### src/rtl/util_io_pkg.sv
// Shared constants and types for the GPIO filter slice: pad reset values
// and the per-channel debounce state encoding.
package util_io_pkg;

    localparam int unsigned MAX_PORTS = 32;

    localparam logic [MAX_PORTS-1:0] GPIO_T_RST = 32'hFFFF_FFFF;
    localparam logic [MAX_PORTS-1:0] GPIO_O_RST = 32'h0000_0000;

    typedef enum logic [0:0] {
        DEB_STABLE  = 1'b0,
        DEB_QUALIFY = 1'b1
    } deb_state_e;

endpackage

### src/rtl/util_io_debounce.sv
// One GPIO input channel: synchroniser, debounce FSM with saturating
// counter, and edge detection on the qualified level.
module util_io_debounce
    import util_io_pkg::*;
#(
    parameter int SYNC_STAGES = 2,
    parameter int DEBOUNCE_W  = 16
) (
    input  logic                  clk,
    input  logic                  rst,
    input  logic                  pad,
    input  logic [DEBOUNCE_W-1:0] cfg_debounce,
    output logic                  level,
    output logic                  rise,
    output logic                  fall
);

    localparam logic [DEBOUNCE_W-1:0] CNT_ONE  = {{(DEBOUNCE_W-1){1'b0}}, 1'b1};
    localparam logic [DEBOUNCE_W-1:0] CNT_ZERO = {DEBOUNCE_W{1'b0}};
    localparam logic [DEBOUNCE_W-1:0] CNT_MAX  = {DEBOUNCE_W{1'b1}};

    logic [SYNC_STAGES-1:0] sync_r;
    logic                   sync_out_s;
    deb_state_e             state_r;
    deb_state_e             state_nxt_s;
    logic [DEBOUNCE_W-1:0]  cnt_r;
    logic [DEBOUNCE_W-1:0]  cnt_nxt_s;
    logic [DEBOUNCE_W-1:0]  cnt_inc_s;
    logic [DEBOUNCE_W-1:0]  neff_s;
    logic                   level_r;
    logic                   level_nxt_s;
    logic                   prev_r;
    logic                   differ_s;
    logic                   commit_s;

    // Pad synchroniser chain; the last stage feeds the debounce FSM.
    always_ff @(posedge clk) begin
        if (rst) begin
            sync_r <= {SYNC_STAGES{1'b0}};
        end else begin
            sync_r <= {sync_r[SYNC_STAGES-2:0], pad};
        end
    end

    assign sync_out_s = sync_r[SYNC_STAGES-1];

    // The first differing cycle already counts as 1, so a zero setting behaves as 1.
    assign neff_s    = (cfg_debounce == CNT_ZERO) ? CNT_ONE : cfg_debounce;
    assign cnt_inc_s = (cnt_r == CNT_MAX) ? cnt_r : (cnt_r + CNT_ONE);
    assign differ_s  = (sync_out_s != level_r);
    assign commit_s  = (cnt_inc_s >= neff_s);

    // FSM state, qualification counter, filtered level and its previous value.
    always_ff @(posedge clk) begin
        if (rst) begin
            state_r <= DEB_STABLE;
            cnt_r   <= CNT_ZERO;
            level_r <= 1'b0;
            prev_r  <= 1'b0;
        end else begin
            state_r <= state_nxt_s;
            cnt_r   <= cnt_nxt_s;
            level_r <= level_nxt_s;
            prev_r  <= level_r;
        end
    end

    // Next-state logic; STABLE keeps cnt_r at zero, so both states share the same decision.
    always_comb begin
        state_nxt_s = state_r;
        cnt_nxt_s   = cnt_r;
        level_nxt_s = level_r;
        case (state_r)
            DEB_STABLE, DEB_QUALIFY: begin
                if (!differ_s) begin
                    state_nxt_s = DEB_STABLE;
                    cnt_nxt_s   = CNT_ZERO;
                end else if (commit_s) begin
                    state_nxt_s = DEB_STABLE;
                    cnt_nxt_s   = CNT_ZERO;
                    level_nxt_s = ~level_r;
                end else begin
                    state_nxt_s = DEB_QUALIFY;
                    cnt_nxt_s   = cnt_inc_s;
                end
            end
            default: begin
                state_nxt_s = DEB_STABLE;
                cnt_nxt_s   = CNT_ZERO;
            end
        endcase
    end

    // Outputs: qualified level and single-cycle edge strobes.
    always_comb begin
        level = level_r;
        rise  = level_r & ~prev_r;
        fall  = ~level_r & prev_r;
    end

endmodule

### src/rtl/util_io_filter.sv
// GPIO pad wrapper: registered output path, per-channel debounced input
// path, sticky edge-event flags and a registered interrupt.
module util_io_filter
    import util_io_pkg::*;
#(
    parameter int PORT_WIDTH  = 8,
    parameter int SYNC_STAGES = 2,
    parameter int DEBOUNCE_W  = 16
) (
    input  logic                  clk,
    input  logic                  rst,
    input  logic [PORT_WIDTH-1:0] s_gpio_t,
    input  logic [PORT_WIDTH-1:0] s_gpio_o,
    output logic [PORT_WIDTH-1:0] s_gpio_i,
    output logic [PORT_WIDTH-1:0] gpio_t,
    output logic [PORT_WIDTH-1:0] gpio_o,
    input  logic [PORT_WIDTH-1:0] gpio_i,
    input  logic [DEBOUNCE_W-1:0] cfg_debounce,
    input  logic [PORT_WIDTH-1:0] cfg_rise_en,
    input  logic [PORT_WIDTH-1:0] cfg_fall_en,
    input  logic [PORT_WIDTH-1:0] evt_clr,
    output logic [PORT_WIDTH-1:0] evt_flag,
    output logic                  irq
);

    logic [PORT_WIDTH-1:0] rise_s;
    logic [PORT_WIDTH-1:0] fall_s;
    logic [PORT_WIDTH-1:0] evt_set_s;

    for (genvar g = 0; g < PORT_WIDTH; g++) begin : gen_ch
        util_io_debounce #(
            .SYNC_STAGES (SYNC_STAGES),
            .DEBOUNCE_W  (DEBOUNCE_W)
        ) u_deb (
            .clk          (clk),
            .rst          (rst),
            .pad          (gpio_i[g]),
            .cfg_debounce (cfg_debounce),
            .level        (s_gpio_i[g]),
            .rise         (rise_s[g]),
            .fall         (fall_s[g])
        );
    end

    assign evt_set_s = (rise_s & cfg_rise_en) | (fall_s & cfg_fall_en);

    // Pad output registers, sticky event flags (set beats clear) and interrupt.
    always_ff @(posedge clk) begin
        if (rst) begin
            gpio_t   <= GPIO_T_RST[PORT_WIDTH-1:0];
            gpio_o   <= GPIO_O_RST[PORT_WIDTH-1:0];
            evt_flag <= {PORT_WIDTH{1'b0}};
            irq      <= 1'b0;
        end else begin
            gpio_t   <= s_gpio_t;
            gpio_o   <= s_gpio_o;
            evt_flag <= evt_set_s | (evt_flag & ~evt_clr);
            irq      <= |evt_flag;
        end
    end

endmodule

### config.mk
export PLATFORM = sky130hd
export DESIGN_NAME = util_io_filter
export DESIGN_NICKNAME = d
export VERILOG_FILES = /design/src/rtl/util_io_pkg.sv /design/src/rtl/util_io_debounce.sv /design/src/rtl/util_io_filter.sv
export SDC_FILE = /design/constraint.sdc
export NUM_CORES = 1
export LEC_CHECK = 0
export BUFFER_PORTS_ARGS = -buffer_cell sky130_fd_sc_hd__buf_2
export CORE_ASPECT_RATIO = 0.7
export CORE_MARGIN = 3
export CORE_UTILIZATION = 30
export CTS_BUF_LIST = sky130_fd_sc_hd__clkbuf_8
export CTS_CLUSTER_SIZE = 30
export DETAILED_ROUTE_END_ITERATION = 8
export SLEW_MARGIN = 10
export SYNTH_ARGS = -nofsm -noshare
export SYNTH_HDL_FRONTEND = slang
export SYNTH_SLANG_ARGS = --single-unit
### constraint.sdc
create_clock -name clk -period 4.45 [get_ports clk]
set_clock_uncertainty 0.2 [all_clocks]
set_input_delay 0.445 -clock clk [delete_from_list [all_inputs] [get_ports clk]]
set_output_delay 0.445 -clock clk [all_outputs]
set_load 0.03 [all_outputs]
# Yosys cells after proc, flatten, opt, wreduce, memory -nomap -nowiden
# Cells that the tools add are included.
[classes]
div = 0
mux = 9
multipliers = 0
eq_ne = 16
magnitude_cmp = 8
n_shift = 0
bitwise = 46
n_addsub = 8
n_reduce_logical = 18
[ops]
columns = ["operator", "count"]
rows = [
  ["2-to-1 mux 16 bit", 9],
  ["adder 16 x 1 -> 16 bit, second input constant", 8],
  ["== test 16 bit, second input constant", 8],
  [">= comparator 16 bit", 8],
  ["bitwise AND 8 bit", 3],
  ["inverter 1 bit", 24],
  ["OR reduction 3 bit", 8],
  ["bitwise AND 1 bit", 16],
  ["logical NOT 16 bit", 1],
  ["OR 8 bit", 2],
  ["AND reduction 2 bit", 8],
  ["inequality test 1 bit", 8],
  ["inverter 8 bit", 1],
  ["OR reduction 8 bit", 1],
]
[word_totals]
latch_bits = 0
mem_bits_rw = 0
word_cells = 141
n_memories = 0
reg_bits = 185
romBits = 0

# Logic depth before layout (Yosys ltp)
# Gate-level depths: netlist of the first run.
[depth]
ltp_word = 5
mapped_depth = 15
mapped_depth_nobuf = 12

# Hierarchy
# A second synthesis of the first run with hierarchy kept.
[unflattened]
hier_cells = 1396
hier_area_um2 = 13127.6
[modules_own_cells]
columns = ["mod", "cells_per_inst", "area_each_um2", "instances", "seq_area_each_um2"]
rows = [
  ["util_io_debounce at gen_ch[0].u_deb ...", 166, 1554.0, 7, 400.4],
  ["util_io_debounce at gen_ch[3].u_deb", 163, 1445.1, 1, 400.4],
  ["util_io_filter", 71, 804.5, 1, 500.5],
]

# Worst setup path before layout of the first run
# No wires, ideal clock.
[synth_path]
kind = "register to register"
startpoint = "register gen_ch[5].u_deb.cnt_r[0]"
endpoint = "register gen_ch[5].u_deb.level_r"
n_path_buf = 2
t_required_ns = 4.129
arrival_ns = 3.224
stages_incl_launch_ff = 13
setup_time_ns = 0.121
synth_period_minus_slack_ns = 3.546
path_slack_ns = 0.904
path_cell_list = "dfxtp_1 -> ha_1 -> nand4_1 -> or4_1 -> buf_2 -> xnor2_1 -> ha_1 -> nand2b_4 -> a2111oi_4 -> nor3_1 -> or4_1 -> buf_2 -> mux2_4"
[synth_between]
elab_chain_cells = 4
word_cells_on_any_way = 5
[synth_rtl]
columns = ["item", "line", "rtl"]
rows = [
  ["start: declaration", "util_io_debounce.sv:26", "logic [DEBOUNCE_W-1:0] cnt_r;"],
  ["start signal: assignment", "util_io_debounce.sv:62", "cnt_r <= cnt_nxt_s;"],
  ["adder 16 x 1 -> 16 bit or == test 16 bit (tied branches)", "util_io_debounce.sv:49", "assign cnt_inc_s = (cnt_r == CNT_MAX) ? cnt_r : (cnt_r + CNT_ONE);"],
  ["2-to-1 mux 16 bit (*)", "util_io_debounce.sv:49", ""],
  [">= comparator 16 bit (*)", "util_io_debounce.sv:51", "assign commit_s = (cnt_inc_s >= neff_s);"],
  ["AND reduction 2 bit (no source line) (*)", "--", ""],
  ["end signal: assignment", "util_io_debounce.sv:63", "level_r <= level_nxt_s;"],
  ["end: declaration", "util_io_debounce.sv:30", "logic level_r;"],
]
# Mark *: on every way between the ends. The rest lies on a longest branch, timed or not.
# A chain may end at the register's enable or synchronous reset.

# Final worst setup path of the first run
[layout_path]
startpoint = "register gen_ch[2].u_deb.cnt_r[0]"
endpoint = "register gen_ch[2].u_deb.cnt_r[6]"
[layout_between]
elab_chain_cells = 4
word_cells_on_any_way = 5
[layout_rtl]
columns = ["item", "line", "rtl"]
rows = [
  ["start: declaration", "util_io_debounce.sv:26", ""],
  ["start signal: assignment", "util_io_debounce.sv:62", ""],
  ["adder 16 x 1 -> 16 bit or == test 16 bit (tied branches)", "util_io_debounce.sv:49", ""],
  ["2-to-1 mux 16 bit (*)", "util_io_debounce.sv:49", ""],
  ["via gen_ch[2].u_deb.cnt_inc_s[11]", "util_io_debounce.sv:28", "logic [DEBOUNCE_W-1:0] cnt_inc_s;"],
  [">= comparator 16 bit (*)", "util_io_debounce.sv:51", ""],
  ["OR reduction 3 bit (no source line) (*)", "--", ""],
]
# The timed path passes the listed nets; every way through them passes the cells marked *.

==> flow_metrics.tcl, run 1 <==
set metrics [dict create \
    run_status "finished clean" \
    combPwrFrac_pct 8.3 \
    wl_per_cell_um 16.5 \
    synth_nets 1459 \
    cts_max_path_buffers 2 \
    grt_pass1_vias 9348 \
    ys_async_sr_fraction_pct 0 \
    tns_ns 0 \
    startpoint_type "flop" \
    yosys.area.top_type "dfxtp_1" \
    cp_cell_sequence "ha_1 -> nand3_1 -> nor4_1 -> nor4b_1 -> xor2_1 -> ha_1 -> and2_0 -> a221o_1 -> a221oi_1 -> o21ai_1 -> buf_4 -> nor3b_1" \
    hold_violations 0 \
    cts_root_buf "clkbuf_8" \
    ys_top_cells_by_count "dfxtp_1 (185), ha_1 (136), nor2b_1 (101), nand2_1 (78), nor2_1 (68)" \
    required_ns 4.67 \
    antenna_found_initial 0 \
    clkTransAtPathRegs_ns 0.10 \
    first_iter_violations 734 \
    port_buffers 98 \
    row_count 58 \
    critical-path-slowest-cell "nor4_1" \
    synth.most_common_cell "dfxtp_1" \
    synth.area.top_cells "dfxtp_1 (33%), ha_1 (15%), nor2b_1 (5.6%)" \
    track_usage_pct 15.8 \
    firstDrtPassIters 7 \
    power.density_nw_per_um2 239 \
    hold_depth 2 \
    dieArea_um2 39900 \
    ys_ff_latch 185 \
    fin_crit_ns 4.12 \
    cts_tree "yes" \
    vias 9690 \
    n_antenna_cell 0 \
    place_ws_ns 0.268 \
    rsz0062_at_grt "false" \
    area_growth_pct 16.5 \
    cp_num_buf_inv 1 \
    num_io_pins 99 \
    reg2reg_depth 12 \
    cts_setup_buffers 0 \
    antenna_left 0 \
    synth-main-ff-cell "dfxtp_1" \
    holdPathEnd "gen_ch[3].u_deb.sync_r[1]" \
    drc 0 \
    p_seq_share_pct 53.6 \
    critPathLaunch "gen_ch[2].u_deb.cnt_r[0]" \
    worstPathArrival_ns 4.34 \
    max_freq_mhz 243 \
    worst_setup_path_end_kind "flop" \
    start_util_pct 30.9 \
    die_height_um 168 \
    rr_endpoint "gen_ch[2].u_deb.cnt_r[6]" \
    critPathTopFamily "simple AND/OR/NAND/NOR gates" \
    slew_headroom_pct 49.2 \
    drive_gt1_share_pct 14.1 \
    place_hpwl_mm 23.1 \
    syn_avg_cell_area_um2 8.95 \
    cp_common_cell "ha_1" \
    r2r_slack_ns 0.33 \
    cts_buffers 17 \
    finalNonFillerCells 1887 \
    p_leak_uw 0.00549 \
    cts_sinks 185 \
    synth_cells 1257 \
    swShare_pct 26.4 \
    grt_overflow 0 \
    h-tree-depth 4 \
    criticalPathCategory "reg -> reg" \
    die_w_um 237 \
    ir_drop_uv 205 \
    coreArea_um2 36400 \
    wl_mm 31.0 \
    synth_top_area_share_pct 32.9 \
    viasPerCell 5.14 \
    synth_cell_types 64 \
    intPower_uw 2310 \
    period_share_pct 92.6 \
    clk_latency_ns 0.50 \
    dp.cells 1815 \
    r2r_start "gen_ch[2].u_deb.cnt_r[0]" \
    cap_violations 0 \
    hp-start "rst" \
    max_stage_delay_ns 0.62 \
    synth_warnings 0 \
    seq_area_frac_synth_pct 32.9 \
    drv_slew 0 \
    finalNetCount 1596 \
    setup_viol 0 \
    finalWeightedCongestion 0.833 \
    tightest_slew_ns 0.762 \
    min_path_type "in -> reg" \
    netlist_area_um2 11200 \
    clockPowerShare_pct 38.1 \
    synth_edf_count 0 \
    grt_pass1_wl_mm 49.7 \
    p_sw_uw 829 \
    crit_fanout 9 \
    grt_max_degree 45 \
    fin_ws_ns 0.328 \
]
==> placed cells by master, fill, tap and decap left out, drive strengths merged, types with 43 or more instances in the layout <==
cell / count
nand3: 67
nand4: 43
nor2: 68
xnor2: 51
inv: 44
dfxtp: 185
a21oi: 54
nor2b: 101
buf: 119
nand2: 79
ha: 136
==> kinds of logic after synthesis <==
| kind of cell | share of synthesized area [%] |
|---|---|
| xor+xnor | 6.15 |
| mux | 3.55 |
| buf+inv | 3.15 |
| compound gates | 11.3 |
| flops | 32.9 |
| fa+ha+maj | 15.1 |
| simple gates | 27.8 |
==> stage by stage <==
step           utilization, %  total power, uW  instance area (um2)  hold WS, ns
2_1_floorplan               -             1850                11200        0.214
3_3_place_gp             33.8             1950                12300        0.218
3_5_place_dp             33.8             1960                12300        0.220
4_1_cts                  36.0             3180                13100        0.205
5_1_grt                  36.0             3270                13100        0.243
6_report                 36.0             3140                13100        0.236
==> metal layers <==
metal / track usage [%] / wire length [um] / vias to the layer above
met2: 22.7 / 12300 / 248
met3: 3.42 / 1840 / 35
li1: - / - / 4854
met4: 5.29 / 726 / 0
met5: 0 / 0 / -
met1: 23.2 / 16200 / 4553
==> registers in the layout (all words and copies together), names as in the netlist <==
| name | count |
|---|---|
| gpio_t | 8 |
| gen_ch.u_deb.cnt_r | 128 |
| evt_flag | 8 |
| gen_ch.u_deb.level | 8 |
| gen_ch.u_deb.prev_r | 8 |
| irq | 1 |
| gpio_o | 8 |
| gen_ch.u_deb.sync_r | 16 |
==> layout make-up <==
type / count / area, um2
inverter: 40 / 150
clock buffer: 19 / 262
multi-input combinational: 991 / 7190
sequential: 185 / 3700
fill: 3791 / 23300
tap: 480 / 601
clock inverter: 13 / 141
timing repair buffer: 159 / 1050
==> power groups by stage <==
stage / registers (uW) / clock network [uW] / logic (uW)
after floorplan: 1730 / 0 / 116
after global placement: 1720 / 0 / 230
after detailed placement: 1720 / 0 / 236
after CTS: 1680 / 1240 / 258
after global routing: 1680 / 1300 / 288
final: 1680 / 1200 / 259
==> worst max-delay path by stage <==
stage | endpoint | slack (ns) | cells after the start
2_1_floorplan | gen_ch[5].u_deb.level | 0.90 | 12
3_3_place_gp | gen_ch[2].u_deb.cnt_r[5] | 0.44 | 12
3_5_place_dp | gen_ch[2].u_deb.cnt_r[7] | 0.27 | 12
4_1_cts | gen_ch[2].u_deb.cnt_r[5] | 0.22 | 12
5_1_grt | gen_ch[2].u_deb.cnt_r[5] | 0.006 | 12
6_report | gen_ch[2].u_deb.cnt_r[6] | 0.33 | 12
==> what timing repair did <==
action,4_1_cts,5_1_grt
endpoints found under the setup margin,0,10
hold endpoints to repair,32,0
gates resized for setup,0,1
hold buffers,40,0
(Power assumes the default switching activity.)
==> run 2, diff against run 1 <==
--- a/config.mk
+++ b/config.mk
@@ -12,6 +12,7 @@
 export CTS_BUF_LIST = sky130_fd_sc_hd__clkbuf_8
 export CTS_CLUSTER_SIZE = 30
 export DETAILED_ROUTE_END_ITERATION = 8
+export GPL_TIMING_DRIVEN = 0
 export SLEW_MARGIN = 10
 export SYNTH_ARGS = -nofsm -noshare
 export SYNTH_HDL_FRONTEND = slang
==> run 2 against run 1 <==
Register-to-register slack lost 0.05 ns. First-iteration DRC count shrank 19%. Via count grew 0.68%. Critical path type unchanged. Largest cell class unchanged. Global-route usage grew 0.39 points. Combinational power grew 2%. Cell area is essentially flat. Clock-buffer cell count grew 1. Routed wire length grew 3.7%. Die area is the same. Critical endpoint is now gen_ch[2].u_deb.cnt_r[9]. Non-clock buffer count grew 18.
==> flow_metrics.tcl, run 2 (synthesized netlist as in run 1, its figures left out) <==
set metrics [dict create \
    grt_pass1_vias 9212 \
    largest_register_ffs 128 \
    fin_crit_ns 4.17 \
    maxUsedRoutingLayer "met4" \
    required_ns 4.67 \
    track_usage_pct 16.2 \
    top_regs "gen_ch.u_deb.cnt_r x128, gen_ch.u_deb.sync_r x16" \
    power.density_nw_per_um2 234 \
    port_buffers 98 \
    clkTransAtPathRegs_ns 0.10 \
    finalNonFillerCells 1904 \
    grt_pass1_wl_mm 50.5 \
    slew_headroom_pct 26.4 \
    die_height_um 168 \
    cts_buffers 17 \
    coreArea_um2 36400 \
    criticalPathCategory "reg -> reg" \
    startpoint_type "flop" \
    cap_violations 0 \
    max_flop_register "gen_ch.u_deb.cnt_r" \
    num_io_pins 99 \
    rsz0062_at_grt "false" \
    cts_sinks 185 \
    grt_max_degree 17 \
    hold_violations 0 \
    dr_wl_met3_mm 2.13 \
    firstDrtPassIters 5 \
    n_antenna_cell 0 \
    tightest_slew_ns 1.10 \
    setup_viol 0 \
    die_w_um 237 \
    run_status "finished clean" \
    grt_overflow 0 \
    min_path_type "in -> reg" \
    place_ws_ns 0.278 \
    worst_setup_path_end_kind "flop" \
    place_hpwl_mm 24.2 \
    p_leak_uw 0.00549 \
    dieArea_um2 39900 \
    drc 0 \
    antenna_found_initial 0 \
    wl_met1_mm 16.7 \
    finalPower_uw 3070 \
    row_count 58 \
    cts_max_path_buffers 2 \
    antenna_left 0 \
    clk_latency_ns 0.50 \
    period_share_pct 93.7 \
    cts_root_buf "clkbuf_8" \
    route.met2.wl_mm 12.8 \
    cts_setup_buffers 0 \
    cts_tree "yes" \
    start_util_pct 30.9 \
    h-tree-depth 4 \
    layout_common_cells "dfxtp_1 (185), ha_1 (136), buf_2 (109), nor2b_1 (101), nand2_1 (78)" \
    finalNetCount 1614 \
    final_common_cell "dfxtp_1" \
    wl_per_cell_um 16.9 \
    viasPerCell 5.12 \
    fin_ws_ns 0.279 \
    crit_fanout 10 \
    max_freq_mhz 240 \
    first_iter_violations 596 \
    nFillCells 3739 \
    wl_mm 32.2 \
    area_growth_pct 16.5 \
    drive_gt1_share_pct 14.0 \
    dp.cells 1835 \
    vias 9756 \
    ir_drop_uv 173 \
    worstPathArrival_ns 4.39 \
    finalWeightedCongestion 0.887 \
    tns_ns 0 \
    drv_slew 0 \
]
run 2: changes by cell type in the layout (fill, tap and decap cells not counted), sizes merged:
cell and change:
clkbuf +21, clkinv +1, inv -2, bufinv -1, dlygate4sd3 -2
run 2: path summary, 6_finish.rpt:
path | start | to | slack, ns | cells after the start
min | gpio_i[1] | gen_ch[1].u_deb.sync_r[0] | 0.03 | 2
max | gen_ch[2].u_deb.cnt_r[0] | gen_ch[2].u_deb.cnt_r[9] | 0.28 | 14
min reg2reg | gen_ch[2].u_deb.sync_r[0] | gen_ch[2].u_deb.sync_r[1] | 0.24 | 1
max reg2reg | gen_ch[2].u_deb.cnt_r[0] | gen_ch[2].u_deb.cnt_r[9] | 0.28 | 14
run 2: per-stage QoR:
stage | area [um2] | util [%] | hold slack, ns
final | 13100 | 36.0 | 0.0348
after global routing | 13100 | 36.0 | 0.0148
after CTS | 13100 | 35.9 | 0.00116
after detailed placement | 12300 | 33.9 | 0.225
after global placement | 12300 | 33.9 | 0.220
after floorplan | 11200 | - | 0.214
run 2: power by group:
group          switching [uW]  internal (uW)
clock                     645            483
sequential               8.10           1670
combinational             164            100
run 2: metal layers:
metal	vias up	global-route usage, %
met5	-	0
met4	0	4.60
met3	31	3.78
met2	281	23.3
met1	4540	23.8
li1	4904	-
run 2: critical path: stages, from the launching register on:
cell and delay (ns):
dfxtp_1 0.41, ha_1 0.17, buf_4 0.16, nand3_1 0.16
or4_1 0.58, buf_2 0.21, nand3_1 0.11, xnor2_1 0.16
ha_1 0.29, a21o_1 0.18, a221o_1 0.32, a221oi_1 0.41
o21ai_2 0.26, buf_2 0.26, nor3b_1 0.19
run 2: timing repair:
item,4_1_cts,5_1_grt
hold buffers,38,0
gates resized for setup,0,2
endpoints found under the setup margin,0,12
endpoints found under the hold margin,31,0
run 2: layout make-up:
type | count | area, um2 | share of cell area (%)
timing repair buffer | 136 | 871 | 6.65
inverter | 40 | 150 | 1.15
multi-input combinational | 991 | 7200 | 55.0
tap | 480 | 601 | 4.58
sequential | 185 | 3700 | 28.3
buffer | 41 | 204 | 1.56
clock inverter | 11 | 98.8 | 0.754
clock buffer | 20 | 275 | 2.10
==> run 3, diff against run 2 <==
--- a/config.mk
+++ b/config.mk
@@ -8,11 +8,12 @@
 export BUFFER_PORTS_ARGS = -buffer_cell sky130_fd_sc_hd__buf_2
 export CORE_ASPECT_RATIO = 0.7
 export CORE_MARGIN = 3
-export CORE_UTILIZATION = 30
+export CORE_UTILIZATION = 41
 export CTS_BUF_LIST = sky130_fd_sc_hd__clkbuf_8
 export CTS_CLUSTER_SIZE = 30
 export DETAILED_ROUTE_END_ITERATION = 8
 export GPL_TIMING_DRIVEN = 0
+export RECOVER_POWER = 50
 export SLEW_MARGIN = 10
 export SYNTH_ARGS = -nofsm -noshare
 export SYNTH_HDL_FRONTEND = slang
==> run 3 against run 2 <==
Die area fell by 26%. Setup slack improved by 0.010 ns. Final cell count fell by 6.1%. Combinational power fell by 5%. Sequential power barely moved. Largest cell class unchanged.
==> flow_metrics.tcl, run 3 (synthesized netlist as in run 1, its figures left out) <==
set metrics [dict create \
    cts_tree "yes" \
    antenna_left 0 \
    die_w_um 204 \
    critical-path-slowest-cell "or4_1" \
    top_usage_layer "met2" \
    place_ws_ns 0.358 \
    max_stage_delay_ns 0.57 \
    worst_setup_path_end_kind "flop" \
    combPwrFrac_pct 8.2 \
    clkTransAtPathRegs_ns 0.11 \
    power.density_nw_per_um2 238 \
    h-tree-depth 4 \
    fin_crit_ns 4.16 \
    r2r_slack_ns 0.29 \
    start_util_pct 41.9 \
    cts-resized-gates 0 \
    clockPowerShare_pct 36.9 \
    run_status "finished clean" \
    grt_pass1_vias 8977 \
    rsz0062_at_grt "false" \
    hold_violations 0 \
    max_flop_register "gen_ch.u_deb.cnt_r" \
    setup_viol 0 \
    viasPerCell 5.39 \
    drive_gt1_share_pct 11.2 \
    finalPower_uw 3060 \
    ir_drop_uv 189 \
    cts_max_path_buffers 2 \
    die_height_um 145 \
    startpoint_type "flop" \
    antenna_found_initial 0 \
    largest_register_ffs 128 \
    required_ns 4.67 \
    holdPathEnd "evt_flag[5]" \
    hold_depth 3 \
    drv_slew 0 \
    wl_mm 30.8 \
    firstDrtPassIters 5 \
    grt_max_degree 19 \
    rr_endpoint "gen_ch[2].u_deb.cnt_r[7]" \
    fin_area_um2 12900 \
    slew_headroom_pct 48.5 \
    grt_pass1_wl_mm 48.1 \
    cts_root_buf "clkbuf_8" \
    track_usage_pct 21.0 \
    vias 9626 \
    fin_ws_ns 0.289 \
    cts_setup_buffers 0 \
    place_hpwl_mm 22.6 \
    r2r_start "gen_ch[2].u_deb.cnt_r[0]" \
    grt_overflow 0 \
    worstPathArrival_ns 4.38 \
    finalNetCount 1612 \
    p_leak_uw 0.00533 \
    dieArea_um2 29500 \
    max_freq_mhz 240 \
    dpl_cell_area_um2 12200 \
    ctsHoldBuffers 36 \
    cts_sinks 185 \
    num_io_pins 99 \
    period_share_pct 93.5 \
    top_regs "gen_ch.u_deb.cnt_r x128, gen_ch.u_deb.sync_r x16" \
    drc 0 \
    layout_common_cells "dfxtp_1 (185), ha_1 (136), nor2b_1 (101), nand2_1 (78), buf_2 (72)" \
    finalWeightedCongestion 0.899 \
    hp-start "cfg_fall_en[5]" \
    grt_use_met2_pct 32.5 \
    cts_buffers 17 \
    port_buffers 98 \
    min_path_type "in -> reg" \
    p_sw_uw 884 \
    area_growth_pct 14.3 \
    final_common_cell "dfxtp_1" \
    crit_fanout 10 \
    wl_per_cell_um 17.2 \
    n_antenna_cell 0 \
    clk_latency_ns 0.51 \
    criticalPathCategory "reg -> reg" \
    row_count 50 \
    reg2reg_depth 14 \
    cp_cell_sequence "ha_1 -> buf_4 -> nand3_1 -> or4_1 -> buf_2 -> nand3_1 -> xnor2_1 -> ha_1 -> a21o_1 -> a221o_1 -> a221oi_1 -> o21ai_1 -> buf_2 -> nor3b_1" \
    p_seq_share_pct 54.9 \
    whs_ns 0.0367 \
    intPower_uw 2180 \
    first_iter_violations 576 \
    cap_violations 0 \
    globalRouteMet1Util_pct 30.5 \
    swShare_pct 28.9 \
    grt_use_met3_pct 3.51 \
    tightest_slew_ns 0.773 \
    coreArea_um2 26800 \
    tns_ns 0 \
]
==> run 3: power by group through the flow <==
stage	sequential (uW)	clock (uW)	combinational, uW
after floorplan	1730	0	116
after global placement	1720	0	227
after detailed placement	1720	0	233
after CTS	1680	1160	255
after global routing	1680	1220	280
final	1680	1130	250
==> run 3: metrics by stage <==
stage | util, % | cells
final | 47.9 | 1787
after global routing | 47.9 | 1787
after CTS | 48.2 | 1787
after detailed placement | 45.4 | 1719
after global placement | 45.4 | 1719
after floorplan | - | 1257
==> run 3: layout make-up <==
cell class	count	area, um2
well taps	364	455
fillers	2596	14000
plain buffers	41	200
flip-flops and latches	185	3700
clock inverters	15	138
clock buffers	17	234
inverters	40	150
multi-input cells	991	7160
repair buffers	134	808
==> run 3: worst max-delay path: cells and delay by family, from the launching register on <==
family / cells / cell delay (ns)
xor gates and xnor gates: 1 / 0.14
buffers and inverters: 3 / 0.67
and+or+nand+nor: 4 / 1.05
DFF: 1 / 0.40
AOI/OAI and AO/OA: 4 / 1.19
adders and majority gates: 2 / 0.44
==> run 3: per-layer routing <==
layer | share of wire [%] | up-vias | wire (um)
met2 | 42 | 181 | 13000
met1 | 52 | 4519 | 15900
li1 | - | 4901 | -
met4 | 1.3 | 0 | 393
met5 | 0 | - | 0
met3 | 4.8 | 25 | 1480
==> run 3: worst max path at each step <==
stage                        startpoint                        end  slack [ns]  cells past startpoint
2_1_floorplan  gen_ch[5].u_deb.cnt_r[0]      gen_ch[5].u_deb.level        0.90                     12
3_3_place_gp   gen_ch[2].u_deb.cnt_r[0]   gen_ch[2].u_deb.cnt_r[7]        0.43                     14
3_5_place_dp   gen_ch[2].u_deb.cnt_r[0]  gen_ch[2].u_deb.cnt_r[10]        0.36                     14
4_1_cts        gen_ch[2].u_deb.cnt_r[0]  gen_ch[2].u_deb.cnt_r[10]        0.32                     14
5_1_grt        gen_ch[5].u_deb.cnt_r[0]      gen_ch[5].u_deb.level        0.08                     12
6_report       gen_ch[2].u_deb.cnt_r[0]   gen_ch[2].u_deb.cnt_r[7]        0.29                     14
